[src/rtl/hawk_tol_ht_tracker.sv]
// Head/tail tracker for the HAWK Table-of-Lists: per-list head/tail IDs with a link-write request port.
// Optional per-list occupancy counters and low-watermark flags when HAWK_TOL_CNT_EN is defined.
module hawk_tol_ht_tracker #(
    parameter int NUM_LISTS = 3,
    parameter int ID_W      = 18,
    parameter int LW        = (NUM_LISTS > 1) ? $clog2(NUM_LISTS) : 1,
    parameter int CNT_W     = ID_W + 1,
    parameter int LOW_WM    = 1
) (
    input  logic                      clk_i,
    input  logic                      rst_ni,
    input  logic                      cmd_valid_i,
    output logic                      cmd_ready_o,
    input  logic [1:0]                cmd_op_i,
    input  logic [LW-1:0]             cmd_list_i,
    input  logic [ID_W-1:0]           cmd_id_i,
    input  logic [ID_W-1:0]           cmd_next_i,
    output logic                      rsp_valid_o,
    output logic [ID_W-1:0]           rsp_id_o,
    output logic                      rsp_err_o,
    output logic                      lnk_valid_o,
    input  logic                      lnk_ready_i,
    output logic                      lnk_kind_o,
    output logic [ID_W-1:0]           lnk_a_id_o,
    output logic [ID_W-1:0]           lnk_b_id_o,
    output logic [NUM_LISTS*ID_W-1:0] head_o,
    output logic [NUM_LISTS*ID_W-1:0] tail_o,
    output logic [NUM_LISTS-1:0]      empty_o
`ifdef HAWK_TOL_CNT_EN
    ,
    output logic [NUM_LISTS*CNT_W-1:0] cnt_o,
    output logic [NUM_LISTS-1:0]       low_o
`endif
);

    typedef enum logic [1:0] {ST_IDLE, ST_LINK, ST_RESP} state_t;

    localparam logic [1:0] OP_PUSH = 2'd1;
    localparam logic [1:0] OP_POP  = 2'd2;

    if (NUM_LISTS < 1 || ID_W < 1 || CNT_W < 1 || LOW_WM < 0) begin : g_param_check
        $error("hawk_tol_ht_tracker: illegal parameter combination");
    end

    state_t          state_reg;
    logic [ID_W-1:0] head_reg [NUM_LISTS];
    logic [ID_W-1:0] tail_reg [NUM_LISTS];
    logic [ID_W-1:0] rsp_id_reg;
    logic            rsp_err_reg;
    logic            lnk_kind_reg;
    logic [ID_W-1:0] lnk_a_reg;
    logic [ID_W-1:0] lnk_b_reg;

    logic            list_ok;
    logic [LW-1:0]   sel;
    logic [ID_W-1:0] cur_head;
    logic [ID_W-1:0] cur_tail;
    logic            cur_empty;
    logic            cur_single;
    logic            cmd_err;

`ifdef HAWK_TOL_CNT_EN
    logic [CNT_W-1:0]     cnt_reg [NUM_LISTS];
    logic [NUM_LISTS-1:0] low_reg;
    logic [CNT_W-1:0]     cnt_cur;
    logic [CNT_W-1:0]     cnt_next;

    always_comb begin
        cnt_cur  = cnt_reg[sel];
        cnt_next = cnt_cur;
        case (cmd_op_i)
            OP_PUSH: cnt_next = cnt_cur + CNT_W'(1);
            OP_POP:  cnt_next = cnt_cur - CNT_W'(1);
            default: cnt_next = '0;
        endcase
    end
`endif

    // Out-of-range list indices are steered to list 0 so the lookup stays in bounds;
    // such commands are rejected anyway.
    always_comb begin
        list_ok    = int'(cmd_list_i) < NUM_LISTS;
        sel        = list_ok ? cmd_list_i : '0;
        cur_head   = head_reg[sel];
        cur_tail   = tail_reg[sel];
        cur_empty  = (cur_head == '0);
        cur_single = (cur_head == cur_tail);
        cmd_err    = !list_ok
                   || (cmd_op_i == 2'd0)
                   || (cmd_op_i == OP_PUSH && cmd_id_i == '0)
                   || (cmd_op_i == OP_POP && cur_empty)
                   || (cmd_op_i == OP_POP && !cur_single && cmd_next_i == '0);
`ifdef HAWK_TOL_CNT_EN
        if (cmd_op_i == OP_PUSH && (&cnt_cur)) begin
            cmd_err = 1'b1;
        end
`endif
    end

    always_ff @(posedge clk_i) begin
        if (!rst_ni) begin
            state_reg    <= ST_IDLE;
            rsp_id_reg   <= '0;
            rsp_err_reg  <= 1'b0;
            lnk_kind_reg <= 1'b0;
            lnk_a_reg    <= '0;
            lnk_b_reg    <= '0;
            for (int i = 0; i < NUM_LISTS; i++) begin
                head_reg[i] <= '0;
                tail_reg[i] <= '0;
            end
`ifdef HAWK_TOL_CNT_EN
            for (int i = 0; i < NUM_LISTS; i++) begin
                cnt_reg[i] <= '0;
            end
            low_reg <= '1;
`endif
        end else begin
            case (state_reg)
                ST_IDLE: begin
                    if (cmd_valid_i) begin
                        rsp_id_reg  <= '0;
                        rsp_err_reg <= cmd_err;
                        state_reg   <= ST_RESP;
                        if (!cmd_err) begin
`ifdef HAWK_TOL_CNT_EN
                            cnt_reg[sel] <= cnt_next;
                            low_reg[sel] <= (cnt_next <= CNT_W'(LOW_WM));
`endif
                            case (cmd_op_i)
                                OP_PUSH: begin
                                    rsp_id_reg    <= cmd_id_i;
                                    tail_reg[sel] <= cmd_id_i;
                                    if (cur_empty) begin
                                        head_reg[sel] <= cmd_id_i;
                                    end else begin
                                        lnk_kind_reg <= 1'b0;
                                        lnk_a_reg    <= cur_tail;
                                        lnk_b_reg    <= cmd_id_i;
                                        state_reg    <= ST_LINK;
                                    end
                                end
                                OP_POP: begin
                                    rsp_id_reg <= cur_head;
                                    if (cur_single) begin
                                        head_reg[sel] <= '0;
                                        tail_reg[sel] <= '0;
                                    end else begin
                                        head_reg[sel] <= cmd_next_i;
                                        lnk_kind_reg  <= 1'b1;
                                        lnk_a_reg     <= cmd_next_i;
                                        lnk_b_reg     <= '0;
                                        state_reg     <= ST_LINK;
                                    end
                                end
                                default: begin
                                    head_reg[sel] <= '0;
                                    tail_reg[sel] <= '0;
                                end
                            endcase
                        end
                    end
                end
                ST_LINK: begin
                    if (lnk_ready_i) begin
                        lnk_kind_reg <= 1'b0;
                        lnk_a_reg    <= '0;
                        lnk_b_reg    <= '0;
                        state_reg    <= ST_RESP;
                    end
                end
                default: begin
                    rsp_id_reg  <= '0;
                    rsp_err_reg <= 1'b0;
                    state_reg   <= ST_IDLE;
                end
            endcase
        end
    end

    // rsp_id_reg is loaded at accept time, so it is masked until the response cycle.
    assign cmd_ready_o = (state_reg == ST_IDLE);
    assign rsp_valid_o = (state_reg == ST_RESP);
    assign rsp_id_o    = rsp_valid_o ? rsp_id_reg : '0;
    assign rsp_err_o   = rsp_valid_o & rsp_err_reg;
    assign lnk_valid_o = (state_reg == ST_LINK);
    assign lnk_kind_o  = lnk_kind_reg;
    assign lnk_a_id_o  = lnk_a_reg;
    assign lnk_b_id_o  = lnk_b_reg;

    for (genvar gi = 0; gi < NUM_LISTS; gi++) begin : g_out
        assign head_o[gi*ID_W +: ID_W] = head_reg[gi];
        assign tail_o[gi*ID_W +: ID_W] = tail_reg[gi];
        assign empty_o[gi]             = (head_reg[gi] == '0);
`ifdef HAWK_TOL_CNT_EN
        assign cnt_o[gi*CNT_W +: CNT_W] = cnt_reg[gi];
`endif
    end

`ifdef HAWK_TOL_CNT_EN
    assign low_o = low_reg;
`endif

endmodule

[config.mk]
export PLATFORM = sky130hd
export DESIGN_NAME = hawk_tol_ht_tracker
export DESIGN_NICKNAME = d
export VERILOG_FILES = /design/src/rtl/hawk_tol_ht_tracker.sv
export SDC_FILE = /design/constraint.sdc
export NUM_CORES = 1
export LEC_CHECK = 0
export ABC_AREA = 1
export CAP_MARGIN = 40
export CORE_ASPECT_RATIO = 0.9
export CORE_UTILIZATION = 50
export DETAILED_ROUTE_END_ITERATION = 12
export DONT_BUFFER_PORTS = 1
export PLACE_DENSITY = 0.72
export REMOVE_ABC_BUFFERS = 1
export SYNTH_ARGS = -nofsm -noshare
export SYNTH_HDL_FRONTEND = slang
export SYNTH_SLANG_ARGS = --single-unit
[constraint.sdc]
create_clock -name clk_i -period 5.95 [get_ports clk_i]
set_clock_uncertainty 0.1 [all_clocks]
set_input_delay 1.19 -clock clk_i [delete_from_list [all_inputs] [get_ports clk_i]]
set_output_delay 1.19 -clock clk_i [all_outputs]
set_load 0.02 [all_outputs]
## Yosys cells after proc, flatten, opt, wreduce, memory -nomap -nowiden

Memories as Yosys holds them, arrays and structs flattened.
Index checks and enable logic that the tools add are counted.

- Word-level logic and storage cells: 132
- Register bits after elaboration: 58
- Output and inout port bits: 170
- Memory bits (writable): 108
- Memories: 2

Memories:

| name | words | bits a word | read ports | clocked after memory_dff | wr ports | RTL line | text |
|---|---|---|---|---|---|---|---|
| head_reg | 3 | 18 | 4 | 0 | 3 | 46 | `logic [ID_W-1:0] head_reg [NUM_LISTS];` |
| tail_reg | 3 | 18 | 4 | 0 | 3 | 47 | `logic [ID_W-1:0] tail_reg [NUM_LISTS];` |

- Reduce and logical (&&, ||, !) cells: 25
- Order comparisons: 1
- Bitwise logic cells: 7
- Eq/ne operators: 11
- Muxes and demuxes: 80

Operators by type and width:

| kind | count |
|---|---|
| $mux W18 | 19 |
| $pmux W18 S2 | 6 |
| $logic_not A18 Y1 | 6 |
| $mux W1 | 42 |
| $reduce_or A18 Y1 | 2 |
| $eq A18 B18 Y1 | 1 |
| $mux W2 | 8 |
| $pmux W2 S2 | 2 |
| $reduce_and A7 Y1 | 1 |
| $ne A3 B3 Y1 const B | 2 |
| $pmux W1 S2 | 3 |
| $or A1 B1 Y1 | 5 |
| $eq A2 B1 Y1 const B | 2 |
| $eq A2 B2 Y1 const B | 2 |
| $logic_and A1 B1 Y1 | 4 |
| $logic_not A2 Y1 | 2 |
| $logic_or A1 B1 Y1 | 4 |
| $ne A2 B2 Y1 const B | 2 |
| $reduce_and A2 Y1 | 2 |
| $ne A3 B1 Y1 const B | 1 |
| $logic_not A1 Y1 | 2 |
| $lt A2 B2 Y1 const B | 1 |
| $ne A2 B1 Y1 const B | 1 |
| $reduce_bool A2 Y1 | 1 |
| other kinds (3) | 3 |

## Depth between registers and ports, before layout

An unclocked memory read counts as a cell.

- Depth after elaboration: 18
- Gate-level depth with buffers: 25
- Mapped depth without buffers: 21

## Worst setup path before layout

OpenSTA, ideal clock, no wires.

- Path kind: in2reg
- Start point: in cmd_list_i[0]
- End point: mem tail_reg[3][0], enable pin
- Arrival time: 4027 ps
- Buffers on the path: 4
- Path slack: 1430 ps
- Cell stages on the path: 20
- Required time: 5458 ps
- Setup time: 392 ps
- Path through: inv_1 ha_1 buf_2 inv_2 clkbuf_1 nor2_1 o21ai_1 nand2_1 xor2_1 nor2_1 nand3_1 nand3_2 nand2_4 inv_4 o21ai_2 buf_6 nand2_4 nand2_1 buf_2 nor2_1

RTL lines:

| element | RTL line | text |
|---|---|---|
| from (decl) | 15 | `input logic [LW-1:0] cmd_list_i,` |
| to (decl) | 47 |  |

==> impl_metrics.tcl <==
set metrics [dict create \
    status "complete, no violations" \
    slew_viol_final 0 \
    track_usage 0.330 \
    power_density_mw_per_mm2 286 \
    fmax_ghz 0.221 \
    critPathBufInv 5 \
    yosysSeqAreaShare 0.476 \
    synth_compound_gate_area_share 0.0395 \
    clock_path_buffers 3 \
    dp.cells 1858 \
    synth.area.mux_share 0 \
    tightest_slew_ns 0.872 \
    finalCritPeriodShare 0.759 \
    vias_per_cell 5.63 \
    postRouteAntennaNets 0 \
    antenna_cells 0 \
    postCtsHoldBufs 0 \
    gr-total-overflow 0 \
    critPathMaxStageDelay_ns 0.33 \
    min_to "rsp_id_reg[10]" \
    hpwl_microns 28200 \
    leakage_nw 5.90 \
    setup_viol 0 \
    synth_area_sq_mm 0.0115 \
    relSlewSlack 0.417 \
    cts-resized-gates 0 \
    ir_drop_mv 0.203 \
    die-area_sq_mm 0.0237 \
    ys_seq_elements 202 \
    insertion_delay_ns 0.53 \
    p_comb_frac 0.140 \
    post_cts_buffers 0 \
    synthCells 1621 \
    n_fill_cell 2159 \
    p_clk_frac 0.379 \
    startpoint_type "input pin" \
    place.gp.congestion 0.974 \
    syn2layout_area_growth_pct 7.45 \
    port_buffers 0 \
    crit_required_ns 6.04 \
    cpLargestDelayFamily "simple AND/OR/NAND/NOR gates" \
    multi_input_area_sq_mm 0.00467 \
    first_iter_violations 1503 \
    rr_startpoint "head_reg[1][14]" \
    synth-xor-area-share 0.000760 \
    via_count 10700 \
    die_height_microns 146 \
    grt_pass1_wl_microns 59100 \
    clk_pin_slew_ns 0.06 \
    antenna_found_initial 0 \
    r2r-end "tail_reg[3][3]" \
    cp-end-kind "flop" \
    grt_pass1_vias 9956 \
    drc 0 \
    cts_buffers 22 \
    holdCritStartpoint "rsp_id_reg[10]" \
    start_util 0.511 \
    fp-row-count 52 \
    holdCritPathClass "flop to flop" \
    synthSimpleGateAreaFrac 0.356 \
    hold_depth 2 \
    ios 214 \
    synth_area_per_cell_sq_um 7.11 \
    route.detailed.wl_per_inst_microns 20.6 \
    placed_area_sq_mm 0.0117 \
    htreeDepth 1 \
    drt-total-wl_microns 39100 \
    worst-path-max-fanout 54 \
    reg2reg_slack_ns 2.35 \
    synth_cell_type_count 35 \
    grt_max_degree 106 \
    post-place-ws_ns 1.01 \
    fin_area_sq_mm 0.0124 \
    synth-adder-area-share 0.00760 \
    synth_top_family_by_area "simple AND/OR/NAND/NOR gates" \
    seq_area_sq_mm 0.00549 \
    drive_gt1_frac 0.0475 \
    clock_sinks 202 \
    switching_share 0.300 \
    path_class "input pin to flop" \
    finalCriticalPeriod_ns 4.52 \
    root_buffer "clkbuf_16" \
    drt-pass1-iter-count 5 \
    p_int_mw 2.48 \
    fp.dieW_microns 162 \
    fin_ws_ns 1.43 \
    drv_cap 0 \
    reg2reg_depth 18 \
    worstPathCellList "inv_1, ha_2, inv_2, buf_12, nand3_1, nand2_1, nand2_1, nand2_1, nand3_1, nor2_1, nand3_1, nand3_2, nand2_4, inv_4, nand3_1, nand2_4, nand2_1, nor2_1, buf_4" \
    cts_tree "yes" \
    arrival_ns 4.61 \
    critical-path-slowest-cell "inv_2" \
    finalHoldViolCount 0 \
    core_area_sq_mm 0.0226 \
    nets 1636 \
    seq_power_share 0.481 \
    design_power_total_mw 3.54 \
    p_switching_mw 1.06 \
    final.setup.tns_ns 0 \
    rsz0062_at_grt "false" \
    fin_cells 1898 \
    yosys_warnings 0 \
]
==> worst max-delay path by stage <==
stage                  startpoint        endpoint  slack (ns)  cells after the start
finish              cmd_list_i[0]  tail_reg[3][3]        1.43                     19
detailed placement  cmd_list_i[0]  tail_reg[0][8]        1.01                     18
floorplan           cmd_list_i[1]  head_reg[3][0]       -1.78                     19
CTS                 cmd_list_i[0]  tail_reg[0][3]        1.53                     18
global route        cmd_list_i[0]  tail_reg[0][3]        1.17                     17
global placement    cmd_list_i[0]  tail_reg[0][8]        1.10                     17
==> cells by family after synthesis <==
| family | count (synthesis) |
|---|---|
| AO/OA/AOI/OAI | 81 |
| XOR/XNOR | 1 |
| AND/OR/NAND/NOR | 996 |
| flip-flops | 202 |
| adder cells (fa/ha/maj) | 7 |
| buffers and inverters | 334 |
==> cells in the final DEF (no fill, tap or decap), types with 2 or more instances in the layout <==
cell,synthesis,final
nand2_1,545,545
nor2_1,263,263
inv_1,247,247
edfxtp_1,144,144
nand3_1,112,112
dfxtp_1,58,58
o22ai_1,35,35
nand4_1,34,34
clkbuf_16,0,24
a21oi_1,22,22
o21ai_0,15,15
buf_4,7,15
nor4_1,13,13
nor3_1,7,7
o21ai_1,7,7
clkinv_1,2,5
inv_2,5,5
nand2_2,5,5
ha_1,7,5
clkbuf_1,24,5
nand2_4,4,4
buf_12,0,4
or2_1,3,3
nand3_2,3,3
clkinv_2,0,3
clkbuf_8,0,3
or2_0,2,2
==> area by class of cell <==
cell class,instances,area share
clock buffer,32,0.0533
clock inverter,8,0.00384
inverter,255,0.0775
multi-input combinational,1085,0.377
sequential,202,0.443
tap,297,0.0300
timing repair buffer,19,0.0156
==> Yosys cell counts <==
cell type	instances	area share
nand2_1	545	0.18
nor2_1	263	0.086
inv_1	247	0.080
edfxtp_1	144	0.38
nand3_1	112	0.049
dfxtp_1	58	0.10
buf_2	36	0.016
o22ai_1	35	0.019
nand4_1	34	0.018
clkbuf_1	24	0.0078
a21oi_1	22	0.0095
o21ai_0	15	0.0065
nor4_1	13	0.0071
buf_6	8	0.0078
buf_4	7	0.0046
ha_1	7	0.0076
nor3_1	7	0.0030
o21ai_1	7	0.0030
inv_2	5	0.0016
nand2_2	5	0.0027
buf_1	4	0.0013
nand2_4	4	0.0039
nand3_2	3	0.0026
or2_1	3	0.0016
clkinv_1	2	0.00065
or2_0	2	0.0011
a211oi_1	1	0.00065
and2_1	1	0.00054
inv_4	1	0.00054
nor2_2	1	0.00054
nor2_4	1	0.00098
nor3_4	1	0.0014
o21ai_2	1	0.00076
or2_2	1	0.00054
xor2_1	1	0.00076
==> worst reg2reg max path, stage by stage (launching register included) <==
cell	delay, ns
edfxtp_1	0.52
inv_1	0.11
nand2_1	0.07
nand2_1	0.10
nand2_1	0.05
nand2_1	0.22
nand2_1	0.08
nand2_1	0.08
nand3_1	0.07
nor2_1	0.22
nand3_1	0.16
nand3_2	0.12
nand2_4	0.08
inv_4	0.12
nand3_1	0.13
nand2_4	0.12
nand2_1	0.29
nor2_1	0.29
buf_4	0.33
==> power by group through the flow <==
stage / Sequential, mW / Combinational (mW) / Clock (mW)
2_1_floorplan: 1.71 / 0.334 / 0
6_report: 1.71 / 0.496 / 1.34
4_1_cts: 1.70 / 0.486 / 1.34
3_5_place_dp: 1.73 / 0.483 / 0
5_1_grt: 1.71 / 0.550 / 1.39
3_3_place_gp: 1.73 / 0.479 / 0
==> per-layer routing <==
metal  track usage  wire length [microns]  up-vias
met4         0.150                   1810        0
li1              -                      -     4988
met3        0.0969                   5000      121
met1         0.429                  15000     4892
met2         0.508                  17300      681
met5             0                      0        -
==> through the flow <==
stage	hold WS, ns	utilization
floorplan	0.345	-
global placement	0.354	0.517
detailed placement	0.358	0.517
CTS	0.367	0.549
global route	0.379	0.549
finish	0.366	0.549
Note: power is estimated with default switching activity, not from simulation.
